$ cat src/rtl/mem_port_arbiter.sv
// Arbiter sharing one single-ported memory between instruction fetch and data access.
// Optional macro ARB_ROUND_ROBIN_EN: on a collision, grant the requester not granted last.

module mem_port_arbiter #(
    parameter int AW      = 32,
    parameter int DW      = 32,
    parameter int TIMEOUT = 15,
    parameter int CW      = 4
) (
    input  logic          clk,
    input  logic          rst,
    input  logic          if_req,
    input  logic [AW-1:0] if_addr,
    output logic          if_ack,
    output logic [DW-1:0] if_rdata,
    input  logic          dm_req,
    input  logic          dm_we,
    input  logic [AW-1:0] dm_addr,
    input  logic [DW-1:0] dm_wdata,
    output logic          dm_ack,
    output logic [DW-1:0] dm_rdata,
    output logic          mem_req,
    output logic          mem_we,
    output logic [AW-1:0] mem_addr,
    output logic [DW-1:0] mem_wdata,
    input  logic [DW-1:0] mem_rdata,
    input  logic          mem_ready,
    output logic          sel,
    output logic          stall_if,
    output logic          err
);

    // Handshake: each requester holds req until its one-cycle ack; the memory
    // side holds mem_req with stable address/data until mem_ready completes it.

    typedef enum logic [1:0] {IDLE, BUSY, DONE} state_t;

    localparam logic [CW-1:0] WAIT_LAST = CW'(TIMEOUT - 1);

    state_t        state, state_d;
    logic          mem_req_d, mem_we_d, sel_d, err_d;
    logic          if_ack_d, dm_ack_d;
    logic [AW-1:0] mem_addr_d;
    logic [DW-1:0] mem_wdata_d, if_rdata_d, dm_rdata_d;
    logic [CW-1:0] wait_cnt, wait_cnt_d;
    logic          grant_dm;

`ifdef ARB_ROUND_ROBIN_EN
    logic last_grant, last_grant_d;   // 0=IF, 1=DM
    assign grant_dm = dm_req & (~if_req | ~last_grant);
`else
    assign grant_dm = dm_req;
`endif

    assign stall_if = if_req & ~if_ack;

    always_ff @(posedge clk or posedge rst) begin
        if (rst) begin
            state     <= IDLE;
            mem_req   <= 1'b0;
            mem_we    <= 1'b0;
            mem_addr  <= '0;
            mem_wdata <= '0;
            sel       <= 1'b0;
            err       <= 1'b0;
            if_ack    <= 1'b0;
            dm_ack    <= 1'b0;
            if_rdata  <= '0;
            dm_rdata  <= '0;
            wait_cnt  <= '0;
`ifdef ARB_ROUND_ROBIN_EN
            last_grant <= 1'b0;
`endif
        end else begin
            state     <= state_d;
            mem_req   <= mem_req_d;
            mem_we    <= mem_we_d;
            mem_addr  <= mem_addr_d;
            mem_wdata <= mem_wdata_d;
            sel       <= sel_d;
            err       <= err_d;
            if_ack    <= if_ack_d;
            dm_ack    <= dm_ack_d;
            if_rdata  <= if_rdata_d;
            dm_rdata  <= dm_rdata_d;
            wait_cnt  <= wait_cnt_d;
`ifdef ARB_ROUND_ROBIN_EN
            last_grant <= last_grant_d;
`endif
        end
    end

    always_comb begin
        state_d     = state;
        mem_req_d   = mem_req;
        mem_we_d    = mem_we;
        mem_addr_d  = mem_addr;
        mem_wdata_d = mem_wdata;
        sel_d       = sel;
        err_d       = err;
        if_ack_d    = if_ack;
        dm_ack_d    = dm_ack;
        if_rdata_d  = if_rdata;
        dm_rdata_d  = dm_rdata;
        wait_cnt_d  = wait_cnt;
`ifdef ARB_ROUND_ROBIN_EN
        last_grant_d = last_grant;
`endif

        case (state)
            IDLE: begin
                if (if_req || dm_req) begin
                    state_d    = BUSY;
                    mem_req_d  = 1'b1;
                    sel_d      = grant_dm;
                    wait_cnt_d = '0;
`ifdef ARB_ROUND_ROBIN_EN
                    last_grant_d = grant_dm;
`endif
                    if (grant_dm) begin
                        mem_we_d    = dm_we;
                        mem_addr_d  = dm_addr;
                        mem_wdata_d = dm_wdata;
                    end else begin
                        mem_we_d    = 1'b0;
                        mem_addr_d  = if_addr;
                        mem_wdata_d = '0;
                    end
                end
            end

            BUSY: begin
                if (mem_ready) begin
                    state_d   = DONE;
                    mem_req_d = 1'b0;
                    if (sel) begin
                        dm_ack_d   = 1'b1;
                        dm_rdata_d = mem_we ? '0 : mem_rdata;
                    end else begin
                        if_ack_d   = 1'b1;
                        if_rdata_d = mem_rdata;
                    end
                end else if (wait_cnt == WAIT_LAST) begin
                    // Hung memory: complete the access with zero data and flag it.
                    state_d   = DONE;
                    mem_req_d = 1'b0;
                    err_d     = 1'b1;
                    if (sel) begin
                        dm_ack_d   = 1'b1;
                        dm_rdata_d = '0;
                    end else begin
                        if_ack_d   = 1'b1;
                        if_rdata_d = '0;
                    end
                end else begin
                    wait_cnt_d = wait_cnt + CW'(1);
                end
            end

            DONE: begin
                state_d  = IDLE;
                if_ack_d = 1'b0;
                dm_ack_d = 1'b0;
            end

            default: state_d = IDLE;
        endcase
    end

endmodule

$ cat config.mk
export PLATFORM = sky130hd
export DESIGN_NAME = mem_port_arbiter
export DESIGN_NICKNAME = d
export VERILOG_FILES = /design/src/rtl/mem_port_arbiter.sv
export SDC_FILE = /design/constraint.sdc
export NUM_CORES = 1
export LEC_CHECK = 0
export ABC_AREA = 1
export BUFFER_PORTS_ARGS = -buffer_cell sky130_fd_sc_hd__buf_2
export CAP_MARGIN = 20
export CORE_UTILIZATION = 52
export DETAILED_ROUTE_END_ITERATION = 6
export PLACE_DENSITY = 0.94
export SLEW_MARGIN = 10
export SYNTH_ARGS = -nofsm -noshare
export SYNTH_HDL_FRONTEND = slang
export SYNTH_SLANG_ARGS = --single-unit
$ cat constraint.sdc
create_clock -name clk -period 9 [get_ports clk]
set_input_delay 1.8 -clock clk [delete_from_list [all_inputs] [get_ports clk]]
set_output_delay 1.8 -clock clk [all_outputs]
set_load 0.02 [all_outputs]
# --- Yosys cells after proc, flatten, opt, wreduce, memory -nomap -nowiden ---
# Cells that the tools add are included.
totals:
  ff_bits: 140
  in_bits: 134
  out_inout_bits: 135
  elab_cells: 69
classes:
  addsub: 1
  n_eq_ne: 7
  n_mux: 32
  bitwise_logic: 4
  n_reduce_logical: 13
ops:
  columns: ["cell", "n"]
  rows:
  - ["$mux W32", 11]
  - ["$mux W4", 3]
  - ["$reduce_and A3 Y1", 4]
  - ["$mux W1", 10]
  - ["$pmux W4 S2", 1]
  - ["$mux W2", 3]
  - ["$ne A2 B2 Y1 const B", 3]
  - ["$pmux W1 S2", 3]
  - ["$reduce_and A2 Y1", 3]
  - ["$reduce_bool A2 Y1", 3]
  - ["$add A4 B1 Y4 const B", 1]
  - ["$eq A4 B4 Y1 const B", 1]
  - ["$pmux W2 S2", 1]
  - ["$reduce_and A4 Y1", 1]
  - ["$ne A3 B3 Y1 const B", 1]
  - ["$not A1 Y1", 3]
  - ["$eq A2 B1 Y1 const B", 1]
  - ["$eq A2 B2 Y1 const B", 1]
  - ["$logic_not A2 Y1", 1]
  - ["$and A1 B1 Y1", 1]
  - ["$logic_or A1 B1 Y1", 1]

# --- Logic depth before layout (Yosys ltp) ---
# Gate-level depths: netlist (run 1).
depth:
  depth_word: 4
  ltp_mapped: 9
  ltp_nobuf: 8

# --- Least setup slack after synthesis (run 1) ---
# No wires, ideal clock.
synth_timing:
  path_kind: "input port to output port"
  startpoint: "input if_req"
  endpoint: "output stall_if"
  arrival_ps: 2111
  t_required_ps: 7200
  setup_slack_ps: 5089
  stages: 2
  path_buffers: 0
  path_cell_list: "inv_1 > nor2_1"
synth_via:
  elab_chain_len: 1
synth_rtl:
  columns: ["item", "line_no", "source"]
  rows:
  - ["from (decl)", "12", "input logic if_req,"]
  - ["$and A1 B1 Y1", "55", "assign stall_if = if_req & ~if_ack;"]
  - ["to (decl)", "29", "output logic stall_if,"]
# Every way passes these cells.

# --- Worst setup path after layout (run 1) ---
# Same ends and word-level chain as after synthesis.

==> results of run 1 <==
## synth_stat cells
cell type	count	area, sq um
buf_2	13	65.06
buf_4	3	22.52
buf_6	12	135.1
clkbuf_1	20	75.07
clkinv_1	1	3.750
dfrtp_1	140	3503
ha_1	7	87.58
inv_1	13	48.80
nand2_1	226	848.3
nand2_4	1	11.26
nand3_1	72	360.4
nand3_2	1	10.01
nand3_4	2	35.03
nand4_1	3	18.77
nor2_1	74	277.8
o21ai_0	4	20.02
o21ai_1	2	10.01
o21ai_2	64	560.5
o21bai_1	1	7.510
o31ai_1	32	240.2
## worst paths after layout
| check | endpoint | from | cells after the start |
|---|---|---|---|
| max in group asynchronous | if_rdata[2] | rst | 4 |
| worst min-delay path | err | err | 1 |
| worst max-delay path | stall_if | if_req | 4 |
| min in group asynchronous | mem_addr[2] | rst | 2 |
| worst min register to register | err | err | 1 |
| worst max register to register | mem_addr[11] | state[0] | 7 |
## placed cells by master (no fill, tap or decap), drive strengths merged
master    count
inv          13
ha            7
clkinvlp      1
clkbuf       23
dfrtp       140
o21bai        1
clkinv        7
bufinv        1
nand2       227
nand4         3
o21ai        70
nor2         74
buf         275
nand3        75
o31ai        32
## routing by layer
layer	GRT usage	vias to the layer above
li1	-	2764
met1	0.3152	2661
met2	0.4588	296
met3	0.08153	34
met4	0.1333	2
met5	0	-
## area by class of cell
class / instances / area [sq um]
clock buffers: 23 / 478.0
clock inverters: 8 / 67.56
fillers: 881 / 3465
inverters: 14 / 57.56
multi-input cells: 489 / 2499
flip-flops and latches: 140 / 3503
well taps: 143 / 178.9
repair buffers: 275 / 1414
## stage by stage
step           instances  total power, mW  hold WS (ns)  area, sq um
2_1_floorplan        691            2.004        0.4782         6341
3_3_place_gp        1060            2.402        0.4490         7625
3_5_place_dp        1060            2.450        0.4536         7625
4_1_cts             1091            3.104        0.4680         8170
5_1_grt             1092            3.272        0.4823         8198
6_report            1092            3.095        0.4662         8198
## state kept, by name, indices dropped and copies added (netlist names)
| signal | count |
|---|---|
| dm_rdata | 32 |
| if_rdata | 32 |
| mem_addr | 32 |
| mem_wdata | 32 |
| wait_cnt | 4 |
| state | 2 |
| dm_ack | 1 |
| err | 1 |
| if_ack | 1 |
| mem_req | 1 |
| mem_we | 1 |
| sel | 1 |
## cells by family after synthesis
group,count (synthesis)
DFF,140
adders and majority gates,7
and+or+nand+nor,379
buffers and inverters,62
AOI/OAI and AO/OA,103
## report_power, final
part,internal (mW),switching [mW]
sequential,0.918,0.158
combinational,0.441,0.932
clock,0.397,0.248
total,1.76,1.34
==> results.txt, run 1 <==
DIE AREA - 12640 sq um
Worst Path Max Fanout - 2
Vias per inst - 5.272
HPWL Detailed - 11.38 mm
Worst setup EP type - primary output
Crit path kind - in -> out
Final Util - 0.7029
Post-Synth Simple-Gate Area - 0.2463
CTS Buf Count - 17
Largest family of logic cells by synthesized area - simple AND/OR/NAND/NOR gates
Crit path top cell by count - buf_2
Post-route setup slack - 4.979 ns
Final hold violation count - 0
Vias in the first global route - 5265
Hold WC Path Type - reg -> reg
CTS tree - yes
Max incr delay on CP - 0.16 ns
Post-CTS sizing - 0
DR WL met3 - 1.271 mm
Via count - 5757
Max_cap viols - 0
Synthesized instance count - 691
Row cnt - 39
CP startpoint kind - primary input
Xor/xnor share of the synthesized area - 0
Peak Freq - 0.2487 GHz
Final #Nets - 1078
Final GP Congestion - 0.8016
Tightest Pin Transition - 1.043 ns
Starting Density - 0.5437
Mux cell area share after synthesis - 0
Core box area - 11660 sq um
Synth Area in Adders - 0.01381
Fraction of layout cells with a size suffix above 1 - 0.3930
#FFs+latches synth - 140
Global-route wire length before repair - 26.32 mm
Place WS - 4.826 ns
GR Util All Layers - 0.2712
Height of the die - 112.4 um
I/O pins - 269
Initial antenna violation count - 2
Post-synthesis sequential area ratio - 0.5525
Clock sinks - 140
CTS root buf - clkbuf_16
Pins Over Slew Limit - 0
Area Growth Syn to Fin - 29.28%
CP Cell Sequence - buf_2, inv_1, nor2_1, buf_2
LEAKAGE - 4.469 nW
Routed wire per std cell - 15.33 um
Top sig layer - met5
Drt initial violations - 644
Hold buffers post-CTS - 0
Yosys cell types - 20
Critical path's top delay family - buffers and inverters
CTS clock-pin slew for the worst setup and hold paths - 0.05 ns
Complex-gate fraction of the synthesized area - 0.1322
Syn Nets - 832
Met2 WL post-DR - 8.472 mm
Worst Skew - 0.005363 ns
Period utilization - 0.4468
Routed WL - 16.74 mm
Final Critical Period - 4.021 ns
Chip width - 112.4 um
RSZ-0062 raised after global routing - false
R2R setup slack - 6.65 ns
# DRC - 0
Largest net degree at the start of global routing - 82
Slew headroom - 0.3020
PD cells - 377.5 nW/um^2
Port Buffers - 268
Slowest CP cell - buf_2
Mapped Avg Cell Area - 9.177 sq um
Netlist Area Pre-Place - 6341 sq um
Critical path required time - 7.20 ns
CTS H-tree depth - 4
Setup bufs post-CTS - 0
Worst Path Arrival - 2.22 ns
Crit path buffers/inverters - 3
Count of final setup violators - 0
Total iterations of the first detailed-routing run - 5
GRT overflow - 0
Ant. Diodes - 0
Setup TNS - 0 ns
Status - complete, no violations
Ys Warns - 0
VDD IR-drop max - 223.4 uV
Post-Route M1 WL - 6.526 mm
Final ANT Viol Nets - 0
CTS max path bufs - 2
Worst skew pair latency - 0.41 ns
Note: power is estimated with default switching activity, not from simulation.
==> inputs of run 2 (changes only) <==
--- a/config.mk
+++ b/config.mk
@@ -5,12 +5,12 @@
 export SDC_FILE = /design/constraint.sdc
 export NUM_CORES = 1
 export LEC_CHECK = 0
-export ABC_AREA = 1
+export ABC_AREA = 0
 export BUFFER_PORTS_ARGS = -buffer_cell sky130_fd_sc_hd__buf_2
 export CAP_MARGIN = 20
-export CORE_UTILIZATION = 52
+export CORE_UTILIZATION = 43
 export DETAILED_ROUTE_END_ITERATION = 6
-export PLACE_DENSITY = 0.94
+export PLACE_DENSITY = 0.84
 export SLEW_MARGIN = 10
 export SYNTH_ARGS = -nofsm -noshare
 export SYNTH_HDL_FRONTEND = slang
==> constraint.sdc (replaced) <==
create_clock -name clk -period 3.3 [get_ports clk]
set_input_delay 0.66 -clock clk [delete_from_list [all_inputs] [get_ports clk]]
set_output_delay 0.66 -clock clk [all_outputs]
set_load 0.02 [all_outputs]
==> run 2 against run 1 <==
Hold slack lost 0.27 ns. Flip-flop and latch count unchanged. Final area grew 0.75%. Sequential share of layout area fell by 0.32 points. Setup slack worse by 4.1 ns. Non-clock buffer count rose by 1. Critical path depth grew 1. First-iteration DRC count down 61%. Die area rose by 18%.
==> results.txt, run 2 <==
Status - complete, no violations (unchanged)
Post-synthesis sequential area ratio - 0.5663 (was 0.5525)
Row cnt - 43 (was 39)
Switch share - 0.4120 (was 0.4326)
Post-synth top cells - 140 x dfrtp_1, 125 x nand2_1, 57 x mux2i_1 (was 226 x nand2_1, 140 x dfrtp_1, 74 x nor2_1)
VDD IR-drop max - 448.1 uV (was 223.4 uV)
Netlist Area Pre-Place - 6186 sq um (was 6341 sq um)
Chip width - 121.9 um (was 112.4 um)
Fill cells - 1198 (was 881)
Global-route wire length before repair - 24.79 mm (was 26.32 mm)
Final Util - 0.5927 (was 0.7029)
Final #Nets - 975 (was 1078)
Count of final setup violators - 0 (unchanged)
Via count - 5068 (was 5757)
LEAKAGE - 4.547 nW (was 4.469 nW)
Final ANT Viol Nets - 0 (unchanged)
Height of the die - 121.9 um (was 112.4 um)
Yosys top cell by area - dfrtp_1 (unchanged)
Slew headroom - 0.4305 (was 0.3020)
Most frequent cell after synthesis - dfrtp_1 (was nand2_1)
Area share of the largest cell type after synthesis - 0.5663 (was 0.5525)
Seq pwr share - 0.352 (was 0.348)
Clk network pwr share - 0.223 (was 0.209)
Setup TNS - 0 ns (unchanged)
Peak Freq - 0.4136 GHz
Syn Nets - 715 (was 832)
CP startpoint kind - register (was primary input)
Yosys cell types - 35 (was 20)
CTS max path bufs - 2 (unchanged)
Internal power - 4.924 mW (was 1.756 mW)
CTS tree - yes (unchanged)
Core box area - 13930 sq um (was 11660 sq um)
Worst setup EP type - register (was primary output)
RSZ-0062 raised after global routing - false (unchanged)
FF-to-FF Start - state[1] (was state[0])
Drt initial violations - 253 (was 644)
Reg2reg end - if_rdata[16] (was mem_addr[11])
PD cells - 1014 nW/um^2 (was 377.5 nW/um^2)
Synthesized instance count - 574 (was 691)
CTS H-tree depth - 4 (unchanged)
HPWL Detailed - 11.80 mm (was 11.38 mm)
Final GP Congestion - 0.8024 (was 0.8016)
CTS clock-pin slew for the worst setup and hold paths - 0.06 ns (was 0.05 ns)
Hold WC Path Type - in -> async (was reg -> reg)
Routed WL - 15.94 mm (was 16.74 mm)
Mapped Avg Cell Area - 10.78 sq um (was 9.177 sq um)
DIE AREA - 14870 sq um (was 12640 sq um)
Net switching power figure - 3.449 mW (was 1.339 mW)
Total iterations of the first detailed-routing run - 4 (was 5)
Worst skew pair latency - 0.42 ns (was 0.41 ns)
Post-CTS sizing - 0 (unchanged)
Worst Path Arrival - 2.75 ns (was 2.22 ns)
Vias per inst - 4.940 (was 5.272)
Area Growth Syn to Fin - 33.52% (was 29.28%)
Clock sinks - 140 (unchanged)
Worst Skew - 0.01193 ns (was 0.005363 ns)
GRT overflow - 0 (unchanged)
Final hold violation count - 0 (unchanged)
Comb power frac - 0.425 (was 0.444)
CTS root buf - clkbuf_16 (unchanged)
Fraction of layout cells with a size suffix above 1 - 0.4208 (was 0.3930)
Period utilization - 0.7326
Top FF cell, synth - dfrtp_1 (unchanged)
Largest net degree at the start of global routing - 129 (was 82)
Area contributors post-synth - dfrtp_1 57%, mux2i_1 9.2%, mux2_2 7.8%, nand2_1 7.6%, nand3_1 2.8% (was dfrtp_1 55%, nand2_1 13%, o21ai_2 8.8%, nand3_1 5.7%, nor2_1 4.4%)
Ant. Diodes - 0 (unchanged)
Multi-input logic area - 2412 sq um (was 2499 sq um)
R2R depth - 5 (was 7)
Port Buffers - 268 (unchanged)
Sequential Area - 3503 sq um (unchanged)
Critical path required time - 3.63 ns (was 7.20 ns)
Worst Path Max Fanout - 21 (was 2)
# DRC - 0 (unchanged)
Routed wire per std cell - 15.53 um (was 15.33 um)
Vias in the first global route - 5004 (was 5265)
Setup bufs post-CTS - 0 (unchanged)
#FFs+latches synth - 140 (unchanged)
Starting Density - 0.4439 (was 0.5437)
Final Critical Period - 2.418 ns
Most frequent cells in the layout - 267 x buf_2, 140 x dfrtp_1, 125 x nand2_1 (was 268 x buf_2, 226 x nand2_1, 140 x dfrtp_1)
GR Util All Layers - 0.2217 (was 0.2712)
Ys Warns - 0 (unchanged)
Final Power - 8.373 mW (was 3.095 mW)
Pins Over Slew Limit - 0 (unchanged)
EDFF count, synth - 0 (unchanged)
Commonest non-fill, non-tap cell in the layout - buf_2 (unchanged)
I/O pins - 269 (unchanged)
CTS Buf Count - 17 (unchanged)
Ys async rst share - 1.000 (unchanged)
Max_cap viols - 0 (unchanged)
R2R setup slack - 0.88 ns (was 6.65 ns)
Tightest Pin Transition - 0.8496 ns (was 1.043 ns)
Initial antenna violation count - 0 (was 2)
Hold buffers post-CTS - 0 (unchanged)
Crit path kind - reg -> reg (was in -> out)
## run 2: changes by cell type after synthesis, moves of 28 or more
| cell | delta |
|---|---|
| nand3_1 | -37 |
| nor2_1 | -50 |
| mux2_2 | +43 |
| nand2_1 | -101 |
| o31ai_1 | -30 |
| o21ai_0 | +28 |
| o21ai_2 | -64 |
| mux2i_1 | +57 |
## run 2: cells by family (layout without fill, tap and decap cells)
group | count (synthesis) | count (layout) | share of synthesized area
AO/OA/AOI/OAI | 46 | 46 | 0.04349
adder cells (fa/ha/maj) | 7 | 7 | 0.01416
AND/OR/NAND/NOR | 216 | 216 | 0.1566
multiplexers | 101 | 101 | 0.1729
flip-flops | 140 | 140 | 0.5663
buffers and inverters | 64 | 336 | 0.04652
## run 2: how the worst max path moves through the flow
stage                               to  slack, ns         from  cells after the start
after floorplan                 dm_ack       0.89          rst                      1
after global placement     dm_rdata[7]       0.89    mem_ready                      4
after detailed placement   dm_rdata[3]       0.82    mem_ready                      4
after CTS                  dm_rdata[3]       0.84  wait_cnt[0]                      5
after global routing       if_rdata[0]       0.67     state[1]                      5
final                     if_rdata[16]       0.88     state[1]                      5
## run 2: power by group through the flow
stage | logic [mW] | clock network [mW] | registers [mW]
final | 3.55 | 1.87 | 2.95
after global routing | 3.89 | 1.97 | 3.04
after CTS | 3.60 | 1.90 | 2.96
after detailed placement | 3.60 | 0 | 2.98
after global placement | 3.49 | 0 | 2.95
after floorplan | 1.38 | 0 | 3.86
## run 2: area by class of cell
cell class | count | area share
Multi-Input combinational cell | 370 | 0.2921
Tap cell | 180 | 0.02727
Clock buffer | 21 | 0.05575
Inverter | 29 | 0.01363
Sequential cell | 140 | 0.4242
Timing Repair Buffer | 276 | 0.1730
Clock inverter | 10 | 0.01409
## run 2: per-stage QoR
| step | worst slack [ns] | cells | hold WS [ns] | area [sq um] |
|---|---|---|---|---|
| 6_report | 0.8824 | 1026 | 0.1952 | 8259 |
| 5_1_grt | 0.6711 | 1026 | 0.1981 | 8259 |
| 4_1_cts | 0.8375 | 1026 | 0.1939 | 8259 |
| 3_5_place_dp | 0.8197 | 995 | 0.4503 | 7682 |
| 3_3_place_gp | 0.8916 | 995 | 0.4470 | 7682 |
| 2_1_floorplan | 0.8909 | 574 | 0.5076 | 6190 |
## run 2: worst max-delay path, cell delays in order, from the launching register on
cell and delay, ns:
dfrtp_1 0.39, inv_1 0.13, ha_1 0.41, nor3b_4 0.65, buf_4 0.46, mux2i_1 0.26
## run 2: metal layers
metal,vias up,share of wire,global-route usage
met1,2382,0.40,0.2635
met4,0,0.031,0.1057
met3,30,0.067,0.05571
met2,230,0.50,0.3743
met5,-,0,0
li1,2426,-,-
